**src/rtl/tile_pixel_drawer.sv**
```systemverilog
// Draws one tile per start/done handshake: fetches the tile colour from BRAM, then
// strobes a TILE_W x TILE_W block of pixels at the tile's grid position.
module tile_pixel_drawer #(
  parameter int GRID_W   = 16,
  parameter int GRID_H   = 16,
  parameter int TILE_W   = 10,
  parameter int SPACING  = 2,
  parameter int COLOUR_W = 3
) (
  input  logic                clock,
  input  logic                reset,
  input  logic                start,
  input  logic [8:0]          address,
  output logic                busy,
  output logic                rden,
  output logic [8:0]          rd_address,
  input  logic [COLOUR_W-1:0] rd_data,
  output logic [9:0]          pixelX,
  output logic [8:0]          pixelY,
  output logic [COLOUR_W-1:0] colour,
  output logic                plot,
  output logic                done
);

  localparam int PITCH = TILE_W + SPACING;
  localparam int TILES = GRID_W * GRID_H;
  localparam int CNT_W = $clog2(TILE_W);
  localparam logic [CNT_W-1:0] LAST = CNT_W'(TILE_W - 1);

  localparam logic [2:0] IDLE  = 3'd0;
  localparam logic [2:0] READ  = 3'd1;
  localparam logic [2:0] LATCH = 3'd2;
  localparam logic [2:0] DRAW  = 3'd3;
  localparam logic [2:0] DONE  = 3'd4;

  logic [2:0]       state;
  logic [8:0]       addrLatch;
  logic [CNT_W-1:0] col;
  logic [CNT_W-1:0] row;
  logic [9:0]       originX;
  logic [8:0]       originY;

  assign originX = 10'(32'(addrLatch) % GRID_W * PITCH);
  assign originY = 9'(32'(addrLatch) / GRID_W * PITCH);

  // Outputs are set on the transition into the state that owns them, so each
  // one is valid for exactly the cycles that state occupies.
  always_ff @(posedge clock or negedge reset) begin
    if (!reset) begin
      state      <= IDLE;
      addrLatch  <= '0;
      col        <= '0;
      row        <= '0;
      busy       <= 1'b0;
      rden       <= 1'b0;
      rd_address <= '0;
      pixelX     <= '0;
      pixelY     <= '0;
      colour     <= '0;
      plot       <= 1'b0;
      done       <= 1'b0;
    end else begin
      case (state)
        IDLE: begin
          if (start) begin
            addrLatch <= address;
            busy      <= 1'b1;
            if ({1'b0, address} >= 10'(TILES)) begin
              state <= DONE;
              done  <= 1'b1;
            end else begin
              state      <= READ;
              rden       <= 1'b1;
              rd_address <= address;
            end
          end
        end
        READ: begin
          rden  <= 1'b0;
          state <= LATCH;
        end
        LATCH: begin
          colour <= rd_data;
          col    <= '0;
          row    <= '0;
          pixelX <= originX;
          pixelY <= originY;
          plot   <= 1'b1;
          state  <= DRAW;
        end
        DRAW: begin
          if (col == LAST && row == LAST) begin
            plot  <= 1'b0;
            done  <= 1'b1;
            state <= DONE;
          end else if (col == LAST) begin
            col    <= '0;
            row    <= row + 1'b1;
            pixelX <= originX;
            pixelY <= pixelY + 9'd1;
          end else begin
            col    <= col + 1'b1;
            pixelX <= pixelX + 10'd1;
          end
        end
        DONE: begin
          done  <= 1'b0;
          busy  <= 1'b0;
          state <= IDLE;
        end
        default: state <= IDLE;
      endcase
    end
  end

endmodule
```
**config.mk**
```make
export PLATFORM = sky130hd
export DESIGN_NAME = tile_pixel_drawer
export DESIGN_NICKNAME = d
export VERILOG_FILES = /design/src/rtl/tile_pixel_drawer.sv
export SDC_FILE = /design/constraint.sdc
export NUM_CORES = 1
export LEC_CHECK = 0
export ABC_AREA = 1
export CORE_ASPECT_RATIO = 1.4
export CORE_MARGIN = 4
export CORE_UTILIZATION = 41
export DETAILED_ROUTE_END_ITERATION = 7
export HOLD_SLACK_MARGIN = 0.03
export PLACE_DENSITY_LB_ADDON = 0.25
export RECOVER_POWER = 50
export SLEW_MARGIN = 20
export SYNTH_ARGS = -nofsm -noshare
export SYNTH_HDL_FRONTEND = slang
export SYNTH_SLANG_ARGS = --single-unit
```
**constraint.sdc**
```tcl
create_clock -name clock -period 3.2 [get_ports clock]
set_clock_uncertainty 0.05 [all_clocks]
set_input_delay 0.96 -clock clock [delete_from_list [all_inputs] [get_ports clock]]
set_output_delay 0.96 -clock clock [all_outputs]
set_load 0.02 [all_outputs]
```
Yosys cells after proc, flatten, opt, wreduce, memory -nomap -nowiden
Cells that the tools add are included.
- output and inout bits: 35
- logic and storage cells: 74
- flip-flop bits (word level): 55
- $add $sub $neg: 4
- bitwise operators: 1
- $mul: 2
- equality and inequality tests: 12
- reductions and logical operators: 15
- muxes and demuxes: 27
- $lt $le $gt $ge: 1
- operators with widths (kind ; number):
    $mux 10 ; 2
    $pmux 10 s2 ; 1
    $mux 9 ; 2
    $pmux 9 s2 ; 1
    $mux 4 ; 4
    $pmux 4 s2 ; 2
    $ne 2x2->1 const B ; 6
    $pmux 3 s4 ; 1
    $add 10x1->10 const B ; 1
    $reduce_and 2->1 ; 5
    $add 9x1->9 const B ; 1
    $ge 9x9->1 const B ; 1
    $mux 3 ; 3
    $reduce_and 3->1 ; 3
    $add 4x1->4 const B ; 2
    $eq 4x4->1 const B ; 2
    $mul 5x2->7 const B ; 1
    $mux 1 ; 7
    $eq 3x2->1 const B ; 2
    $mul 4x2->6 const B ; 1
    $pmux 1 s2 ; 3
    $reduce_bool 2->1 ; 3
    $reduce_and 4->1 ; 1
    $eq 3x1->1 const B ; 1
    6 further kinds ; 6

Depth between registers and ports, before layout
Gate-level depths: netlist (run 1).
- depth in word-level cells: 4
- depth in mapped cells: 11

Worst setup path before layout (run 1)
No wires, ideal clock.
- kind: input -> register
- start point: input address[8]
- end point: register rd_address[0]
- slack: 1397 ps
- data required time: 3016 ps
- stages: 7
- arrival time: 1619 ps
- cells stage by stage: buf_1 > inv_1 > nand2_1 > nor2_1 > inv_2 > nand2_1 > o21ai_0
- cells in the longest elaborated chain, start to end: 3
- ends and longest elaborated chain (item ; line ; source):
    start, declared ; 13 ; input logic [8:0] address,
    $ge 9x9->1 ; 68 ; if ({1'b0, address} >= 10'(TILES)) begin
    $not 1->1 (no line) ; -- ;
    $reduce_and 3->1 (no line) ; -- ;
    end signal, assigned ; 74 ; rd_address <= address;
    end, declared ; 16 ; output logic [8:0] rd_address,
No other way between the ends.
A chain may end at the register's enable or synchronous reset.

Worst setup path in the final report (run 1)
- start point: register pixelX[3]
- end point: output pixelX[3]
- RTL lines (item ; line ; source):
    start, declared ; 18 ; output logic [9:0] pixelX,
    start signal, assigned ; 86 ; pixelX <= originX;
    start signal, assigned ; 99 ; pixelX <= originX;
    start signal, assigned ; 103 ; pixelX <= pixelX + 10'd1;
No word-level cell between the ends.

==> reports/metrics.csv, run 1 <==
stage,metric,value,unit
synthesis,Syn Area/Cell,7.89,um^2
synthesis,synthesized area,0.00308,mm^2
synthesis,Syn Inst Count,390,
cells_and_area,multi-input combinational cell area,0.00146,mm^2
clocking,total CTS buffers,5,
global_routing,largest net degree at the start of global routing,38,
power_and_ir_drop,Leak,0.00184,uW
detailed_routing,drc violations,0,
setup_path,Required @ worst endpoint,2.19,ns
clocking,"Reg clk slew, reported paths",0.10,ns
synthesis,syn_nets,424,
detailed_routing,drt first pass iters,4,
synthesis,Synth area leaders,"dfrtp_1, nand2_1, ha_1",
setup_path,critical path start-end classification,register to output pin,
timing,Fmax,0.411,GHz
global_routing,Total GRT Usage,0.171,
setup_path,nature of the critical path startpoint,register,
setup_path,Worst R2R Start,state[2]$_DFFE_PN0P_,
clocking,CTS sink count,55,
timing,final hold vios,0,
setup_path,endpoint type of the worst setup path,output pin,
floorplan,die area,0.00898,mm^2
floorplan,Die Height,111,um
synthesis,"Seq/Total Area, Yosys",0.447,
clocking,CTS Hold Bufs,0,
power_and_ir_drop,switch share,0.284,
clocking,clk_lat worst skew,0.31,ns
min_path,HP Start,rd_address[3]$_DFFE_PN0P_,
setup_path,slowest CP cell,clkdlybuf4s50_1,
setup_path,arrival time worst endpoint,1.42,ns
setup_path,critical-path cell list,clkdlybuf4s50_1,
power_and_ir_drop,combinational share of power,0.193,
power_and_ir_drop,"Power, Total",1580,uW
detailed_routing,Detailed Route WL,6.94,mm
timing,RSZ-0062 raised after global routing,false,
cells_and_area,number of diodes,0,
floorplan,Core ar.,0.00731,mm^2
timing,Final TNS setup,0,ns
clocking,Clock Path Buffers,2,
job,Max Cap Viol,0,
synthesis,Syn. warnings,0,
clocking,clock root buffer,clkbuf_8,
power_and_ir_drop,internal power,1130,uW
clocking,CTS tree,built,
synthesis,Post-Synth Simple-Gate Area,0.279,
cells_and_area,# nets final,476,
detailed_routing,vias per cell,4.92,
timing,period utilisation layout,0.760,
power_and_ir_drop,Clk pwr share,0.305,
clocking,CTS resizes,0,
floorplan,Die Wd,81.2,um
cells_and_area,fillcell total,766,
cells_and_area,Register Area,0.00138,mm^2
timing,Slew HR,0.447,
synthesis,mux contribution to synthesized area,0.0110,
floorplan,initial cell density of the core,0.421,
global_routing,vias in the first global route,2771,
setup_path,"Buf+Inv Stages, Crit Path",1,
timing,Least-Margin Pin Slew,0.830,ns
setup_path,"CP delay by family, top",buffers and inverters,
synthesis,Compound-Gate Fraction of Synth Area,0.0821,
global_routing,first-pass GRT wire length,12.4,mm
floorplan,IO Count,50,
detailed_routing,initial DRC count,92,
cells_and_area,layout cells sized above 1,0.0429,
placement,input/output buffers,49,
synthesis,Synth Area in Adders,0.0821,
power_and_ir_drop,worst vdd ir,249,uV
synthesis,Seq cells post-synth,55,
timing,"Setup violations, final",0,
power_and_ir_drop,Seq pwr share,0.501,
setup_path,crit-path max FO,6,
clocking,H-tree depth,2,
power_and_ir_drop,pwr dens,419,mW/mm^2
setup_path,crit path launch,pixelX[3]$_DFFE_PN0P_,
global_routing,initial antenna violation count,0,
power_and_ir_drop,switching pwr,448,uW
floorplan,FP Rows,37,
min_path,Hold WC Path Type,register to register,
run_status,outcome,completed,
global_routing,global route overflow,0,
timing,max-slew violations,0,
detailed_routing,vias after detailed routing,2658,
synthesis,post-synth cell types,30,
detailed_routing,post-route ant nets,0,
timing,Tmin final,2.43,ns
synthesis,largest family of logic cells by synthesized area,simple AND/OR/NAND/NOR gates,
setup_path,"slowest stage delay, CP",0.65,ns
placement,DP HPWL,5.38,mm
clocking,postcts setup bufs,0,
synthesis,Yosys top cell area share,0.447,
cells_and_area,synthesis-to-finish area growth,22.2,%
detailed_routing,WL/cell,12.8,um
synthesis,cell taking the most area after synthesis,dfrtp_1,
synthesis,xor-xnor portion of the synthesized cell area,0.0228,
placement,routability cong.,0.838,
[layout by cell type (no fill, tap or decap), drive strengths merged, types with 2 or more instances in the layout]
master / count
nand2: 132
dfrtp: 55
inv: 52
clkdlybuf4s50: 47
o21ai: 40
nand3: 37
nor2: 18
ha: 17
clkbuf: 8
nand4: 7
xor2: 6
a21oi: 4
mux2: 3
xnor2: 2
or2: 2
o21bai: 2
fa: 2
nor3: 2
[power groups by stage]
stage	clock network, uW	logic, uW	registers, uW
CTS	491	311	791
floorplan	0	130	836
global placement	0	302	803
detailed placement	0	310	803
finish	481	305	791
global route	520	343	800
[Yosys cell counts]
master / count
a21oi_1: 3
a21oi_2: 1
buf_1: 1
buf_2: 3
buf_4: 1
buf_6: 1
dfrtp_1: 55
fa_1: 2
ha_1: 17
inv_1: 48
inv_2: 4
mux2_2: 3
nand2_1: 130
nand2_2: 2
nand3_1: 36
nand3_2: 1
nand3b_1: 1
nand4_1: 7
nor2_1: 17
nor2_8: 1
nor3_1: 1
nor3_4: 1
o211ai_1: 1
o21ai_0: 35
o21ai_1: 5
o21bai_1: 2
o22ai_1: 1
or2_2: 2
xnor2_1: 2
xor2_1: 6
[stage by stage]
step,area [um^2],instances,hold WS [ns],util,worst slack (ns)
finish,3760,540,0.440,0.514,0.768
global route,3760,540,0.471,0.514,0.704
CTS,3780,540,0.449,0.517,0.758
detailed placement,3660,532,0.426,0.501,0.701
global placement,3660,532,0.426,0.501,0.777
floorplan,3080,390,0.474,-,1.40
[state kept, by name (all words and copies together) (netlist names), 3 cells and up]
| register | flops |
|---|---|
| addrLatch | 9 |
| col | 4 |
| colour | 3 |
| pixelX | 10 |
| pixelY | 9 |
| rd_address | 9 |
| row | 4 |
| state | 3 |
[cell type report]
class | instances | share of cell area
Clock buffer | 6 | 0.0219
Clock inverter | 2 | 0.00931
Inverter | 52 | 0.0519
Multi-Input combinational cell | 277 | 0.388
Sequential cell | 55 | 0.366
Tap cell | 97 | 0.0323
Timing Repair Buffer | 51 | 0.131
[cell families after synthesis]
family / after synthesis
multiplexers: 3
AND/OR/NAND/NOR: 199
AO/OA/AOI/OAI: 48
flip-flops: 55
XOR/XNOR: 8
buffers and inverters: 58
adder cells (fa/ha/maj): 19
[final timing paths]
| kind | end | slack, ns | depth (start not counted) |
|---|---|---|---|
| worst max-delay path | pixelX[3] | 0.77 | 1 |
| worst min-delay path | rd_address[3]$_DFFE_PN0P_ | 0.44 | 2 |
| worst max register to register | pixelX[6]$_DFFE_PN0P_ | 1.02 | 8 |
| worst min register to register | rd_address[3]$_DFFE_PN0P_ | 0.44 | 2 |
| max in group asynchronous | addrLatch[4]$_DFFE_PN0P_ | 1.35 | 2 |
| min in group asynchronous | col[2]$_DFFE_PN0P_ | 0.68 | 1 |
[routing by layer]
layer	track usage	wire, um
met5	0	0
met4	0.0485	106
met3	0.0318	211
met2	0.318	3760
met1	0.192	2860
(Power assumes the default switching activity.)
==> run 2: changes to the inputs <==
==> constraint.sdc (replaced) <==
create_clock -name clock -period 1.95 [get_ports clock]
set_clock_uncertainty 0.05 [all_clocks]
set_input_delay 0.585 -clock clock [delete_from_list [all_inputs] [get_ports clock]]
set_output_delay 0.585 -clock clock [all_outputs]
set_load 0.02 [all_outputs]
==> run 2 against run 1 <==
Effect of this change: global-route usage down 0.37 points; critical path type unchanged; count of clock-buffer cells in the layout stayed put; sequential power rose by 63%; clock power rose by 86%.
==> reports/metrics.csv, run 2 (same netlist as run 1, synthesis figures left out) <==
stage,metric,value,unit
timing,period utilisation layout,0.981,
setup_path,reg2reg path depth,9,
timing,Final TNS setup,0,ns
cells_and_area,largest reg by FF count,pixelX,
cells_and_area,final core occ,0.519,
detailed_routing,vias per cell,5.02,
power_and_ir_drop,worst vdd ir,401,uV
floorplan,die area,0.00898,mm^2
cells_and_area,final instance area,0.00380,mm^2
global_routing,first-pass GRT wire length,12.2,mm
timing,Least-Margin Pin Slew,1.38,ns
setup_path,critical path start-end classification,register to output pin,
setup_path,"Buf+Inv Stages, Crit Path",1,
setup_path,crit path launch,rd_address[3]$_DFFE_PN0P_,
global_routing,vias in the first global route,2772,
detailed_routing,vias after detailed routing,2749,
clocking,H-tree depth,2,
cells_and_area,# nets final,484,
cells_and_area,Largest register FFs,10,
detailed_routing,initial DRC count,117,
power_and_ir_drop,pwr dens,700,mW/mm^2
clocking,Clock Path Buffers,2,
setup_path,CP endpoint,rd_address[3],
run_status,outcome,completed,
floorplan,initial cell density of the core,0.421,
global_routing,Total GRT Usage,0.167,
timing,max-slew violations,0,
setup_path,"CP delay by family, top",buffers and inverters,
placement,dpl cells,540,
clocking,total CTS buffers,5,
setup_path,slowest CP cell,clkdlybuf4s50_1,
clocking,CTS Hold Bufs,0,
clocking,CTS tree,built,
floorplan,Die Height,111,um
cells_and_area,"most common cell after layout, fill and taps aside",nand2_1,
setup_path,critical-path cell list,clkdlybuf4s50_1,
setup_path,flop2flop setup slack,0.20,ns
global_routing,initial antenna violation count,0,
clocking,clk_lat worst skew,0.31,ns
detailed_routing,Detailed Route WL,6.97,mm
min_path,HP Start,rd_address[2]$_DFFE_PN0P_,
cells_and_area,synthesis-to-finish area growth,23.4,%
global_routing,global route overflow,0,
setup_path,Worst R2R Start,col[1]$_DFFE_PN0P_,
timing,"Setup violations, final",0,
placement,dpl cell area,0.00373,mm^2
min_path,Hold WC Path Type,register to register,
cells_and_area,Post-Layout Cell Count,548,
floorplan,Core ar.,0.00731,mm^2
floorplan,IO Count,50,
setup_path,nature of the critical path startpoint,register,
setup_path,Required @ worst endpoint,1.31,ns
timing,Fmax,0.523,GHz
clocking,clock root buffer,clkbuf_8,
placement,DP HPWL,5.33,mm
floorplan,Die Wd,81.2,um
timing,final hold vios,0,
global_routing,largest net degree at the start of global routing,56,
setup_path,"slowest stage delay, CP",0.61,ns
timing,RSZ-0062 raised after global routing,false,
cells_and_area,most frequent cells in the layout,"nand2_1, dfrtp_1, inv_1",
detailed_routing,drc violations,0,
setup_path,Worst R2R End,pixelY[5]$_DFFE_PN0P_,
detailed_routing,WL/cell,12.7,um
setup_path,cell count along the critical path,1,
floorplan,FP Rows,37,
power_and_ir_drop,Leak,0.00196,uW
setup_path,arrival time worst endpoint,1.28,ns
clocking,postcts setup bufs,0,
detailed_routing,post-route ant nets,0,
job,Max Cap Viol,0,
timing,Slew HR,0.0770,
cells_and_area,number of diodes,0,
setup_path,crit-path max FO,2,
clocking,"Reg clk slew, reported paths",0.09,ns
clocking,CTS sink count,55,
placement,input/output buffers,49,
detailed_routing,drt first pass iters,4,
setup_path,endpoint type of the worst setup path,output pin,
placement,routability cong.,0.826,
cells_and_area,layout cells sized above 1,0.0643,
timing,Tmin final,1.91,ns
run 2: timing repair:
item | CTS | global route
setup endpoints to repair | 21 | 15
gates resized for setup | 21 | 10
pin swaps | 0 | 0
run 2: layer usage:
layer  part of all wire  up-vias  track usage
met3              0.035       16       0.0302
li1                   -     1366            -
met5                  0        -            0
met4              0.020        0       0.0541
met2               0.53       70        0.298
met1               0.42     1297        0.198
run 2: power breakdown:
group / switching, uW / internal (uW)
Clock: 381 / 514
Combinational: 276 / 199
Sequential: 81.1 / 1210
Total: 738 / 1920
run 2: tightest hold or removal path, delay by kind of cell, from the launching register on:
family | cells | cell delay, ns
AND/OR/NAND/NOR | 1 | 0.05
AO/OA/AOI/OAI | 1 | 0.06
flip-flops | 1 | 0.35
run 2: metrics by stage:
| step | power (uW) | hold WS [ns] | setup slack, ns |
|---|---|---|---|
| 4_1_cts | 2690 | 0.213 | 0.00268 |
| 5_1_grt | 2790 | 0.468 | 0.00235 |
| 6_report | 2660 | 0.439 | 0.0367 |
| 2_1_floorplan | 1590 | 0.239 | 0.386 |
| 3_5_place_dp | 1830 | 0.422 | 0.101 |
| 3_3_place_gp | 1820 | 0.428 | 0.155 |
run 2: how the worst min path moves through the flow:
stage / endpoint / slack, ns / cells after the start
floorplan: addrLatch[0]$_DFFE_PN0P_ / 0.24 / 0
global placement: rd_address[2]$_DFFE_PN0P_ / 0.43 / 2
detailed placement: rd_address[2]$_DFFE_PN0P_ / 0.42 / 2
CTS: pixelX[0]$_DFFE_PN0P_ / 0.21 / 2
global route: rd_address[2]$_DFFE_PN0P_ / 0.47 / 2
finish: rd_address[2]$_DFFE_PN0P_ / 0.44 / 2
run 2: area by class of cell:
| class | count | area, um^2 |
|---|---|---|
| Fill cell | 742 | 3520 |
| Multi-Input combinational cell | 277 | 1470 |
| Sequential cell | 55 | 1380 |
| Timing Repair Buffer | 59 | 505 |
| Inverter | 52 | 195 |
| Tap cell | 97 | 121 |
| Clock buffer | 6 | 72.6 |
| Clock inverter | 2 | 60.1 |
==> run 3: changes to the inputs <==
--- a/config.mk
+++ b/config.mk
@@ -6,6 +6,7 @@
 export NUM_CORES = 1
 export LEC_CHECK = 0
 export ABC_AREA = 1
+export CAP_MARGIN = 20
 export CORE_ASPECT_RATIO = 1.4
 export CORE_MARGIN = 4
 export CORE_UTILIZATION = 41
@@ -13,6 +14,7 @@
 export HOLD_SLACK_MARGIN = 0.03
 export PLACE_DENSITY_LB_ADDON = 0.25
 export RECOVER_POWER = 50
+export SETUP_SLACK_MARGIN = 0.05
 export SLEW_MARGIN = 20
 export SYNTH_ARGS = -nofsm -noshare
 export SYNTH_HDL_FRONTEND = slang
==> run 3 against run 2 <==
Effect of this change: via count increased by 0.51%; final area about the same; utilization about the same; register-to-register slack about the same; flip-flop and latch count unchanged; sequential share of layout area about the same; first-iteration DRC count increased by 15%; routed wire length increased by 0.11%; count of clock-buffer cells in the layout unchanged; critical path depth unchanged; setup slack improved by 0.13 ns; critical endpoint is now pixelX[3]; largest power group unchanged.
==> reports/metrics.csv, run 3 (same netlist as run 1, synthesis figures left out) <==
stage,metric,value,unit
run_status,outcome,completed,
detailed_routing,initial DRC count,134,
detailed_routing,WL/cell,12.7,um
floorplan,initial cell density of the core,0.421,
placement,dpl cells,540,
setup_path,slowest CP cell,dfrtp_1,
min_path,Worst Hold Depth,2,
clocking,CTS tree,built,
cells_and_area,most frequent cells in the layout,"nand2_1, dfrtp_1, inv_1",
setup_path,Worst R2R Start,col[1]$_DFFE_PN0P_,
clocking,clock root buffer,clkbuf_8,
timing,period utilisation layout,0.916,
detailed_routing,Detailed Route WL,6.98,mm
clocking,CTS Hold Bufs,0,
setup_path,"CP delay by family, top",flip-flops,
floorplan,Die Height,111,um
global_routing,first-pass GRT wire length,12.2,mm
global_routing,global route overflow,0,
min_path,Hold WC Path Type,register to register,
timing,Least-Margin Pin Slew,1.38,ns
setup_path,reg2reg path depth,9,
min_path,HP Start,rd_address[2]$_DFFE_PN0P_,
timing,Slew HR,0.0781,
clocking,CTS sink count,55,
cells_and_area,# nets final,485,
clocking,Clock Path Buffers,2,
power_and_ir_drop,pwr dens,698,mW/mm^2
setup_path,arrival time worst endpoint,1.15,ns
setup_path,nature of the critical path startpoint,register,
setup_path,endpoint type of the worst setup path,output pin,
cells_and_area,largest reg by FF count,pixelX,
setup_path,critical-path cell list,dlygate4sd2_1,
timing,Fmax,0.560,GHz
placement,routability cong.,0.826,
setup_path,crit-path max FO,6,
setup_path,Worst R2R End,pixelY[5]$_DFFE_PN0P_,
global_routing,largest net degree at the start of global routing,56,
global_routing,vias in the first global route,2772,
cells_and_area,"most common cell after layout, fill and taps aside",nand2_1,
global_routing,initial antenna violation count,0,
clocking,clk_lat worst skew,0.31,ns
placement,dpl cell area,0.00373,mm^2
floorplan,Core ar.,0.00731,mm^2
setup_path,"slowest stage delay, CP",0.47,ns
detailed_routing,post-route ant nets,0,
clocking,"Reg clk slew, reported paths",0.10,ns
floorplan,FP Rows,37,
power_and_ir_drop,worst vdd ir,401,uV
clocking,H-tree depth,2,
cells_and_area,layout cells sized above 1,0.0642,
placement,DP HPWL,5.33,mm
timing,Tmin final,1.79,ns
cells_and_area,Post-Layout Cell Count,549,
cells_and_area,synthesis-to-finish area growth,23.5,%
timing,final hold vios,0,
setup_path,critical path start-end classification,register to output pin,
timing,max-slew violations,0,
cells_and_area,final instance area,0.00380,mm^2
setup_path,crit path launch,pixelX[3]$_DFFE_PN0P_,
timing,"Setup violations, final",0,
clocking,total CTS buffers,5,
timing,RSZ-0062 raised after global routing,true,
floorplan,Die Wd,81.2,um
cells_and_area,Largest register FFs,10,
placement,input/output buffers,49,
cells_and_area,number of diodes,0,
min_path,Worst Hold End,rd_address[2]$_DFFE_PN0P_,
detailed_routing,drt first pass iters,4,
floorplan,die area,0.00898,mm^2
power_and_ir_drop,Leak,0.00195,uW
detailed_routing,vias after detailed routing,2763,
floorplan,IO Count,50,
global_routing,Total GRT Usage,0.167,
setup_path,flop2flop setup slack,0.20,ns
setup_path,Required @ worst endpoint,1.31,ns
job,Max Cap Viol,0,
setup_path,"Buf+Inv Stages, Crit Path",1,
detailed_routing,vias per cell,5.03,
detailed_routing,drc violations,0,
timing,Final TNS setup,0,ns
-- run 3: layout make-up --
cell class | instances | area [um^2]
Timing Repair Buffer | 60 | 510
Clock buffer | 6 | 72.6
Inverter | 52 | 195
Fill cell | 737 | 3510
Tap cell | 97 | 121
Sequential cell | 55 | 1380
Multi-Input combinational cell | 277 | 1470
Clock inverter | 2 | 60.1
-- run 3: through the flow --
stage	hold WS (ns)	utilization	total power, uW	setup WS [ns]
final	0.435	0.520	2650	0.163
after global routing	0.464	0.520	2790	0.0347
after CTS	0.213	0.523	2680	0.147
after detailed placement	0.422	0.511	1830	0.101
after global placement	0.428	0.511	1820	0.155
after floorplan	0.239	-	1590	0.386
-- run 3: power by group --
| group | internal, uW | switching (uW) | total [uW] | leakage (uW) |
|---|---|---|---|---|
| registers | 1210 | 80.6 | 1290 | 0.000646 |
| clock network | 514 | 381 | 894 | 0.0000654 |
| logic | 195 | 276 | 472 | 0.00124 |
| total | 1920 | 738 | 2650 | 0.00195 |
-- run 3: timing repair --
item                                    4_1_cts  5_1_grt
setup buffers                                 0        1
endpoints found under the setup margin       35       16
resized for setup                            35        2
-- run 3: worst max path at each step --
stage                     slack [ns]  depth (start not counted)                         to
final                           0.16                          1                  pixelX[3]
after global routing            0.03                          9      pixelY[5]$_DFFE_PN0P_
after CTS                       0.15                          9      pixelY[5]$_DFFE_PN0P_
after detailed placement        0.10                          6  rd_address[6]$_DFFE_PN0P_
after global placement          0.15                          6  rd_address[6]$_DFFE_PN0P_
after floorplan                 0.39                         10      pixelY[7]$_DFFE_PN0P_
-- run 3: metal layers --
metal | vias up | share of wire | track usage
li1 | 1369 | - | -
met1 | 1314 | 0.41 | 0.198
met2 | 66 | 0.53 | 0.298
met3 | 14 | 0.035 | 0.0302
met4 | 0 | 0.019 | 0.0541
met5 | - | 0 | 0
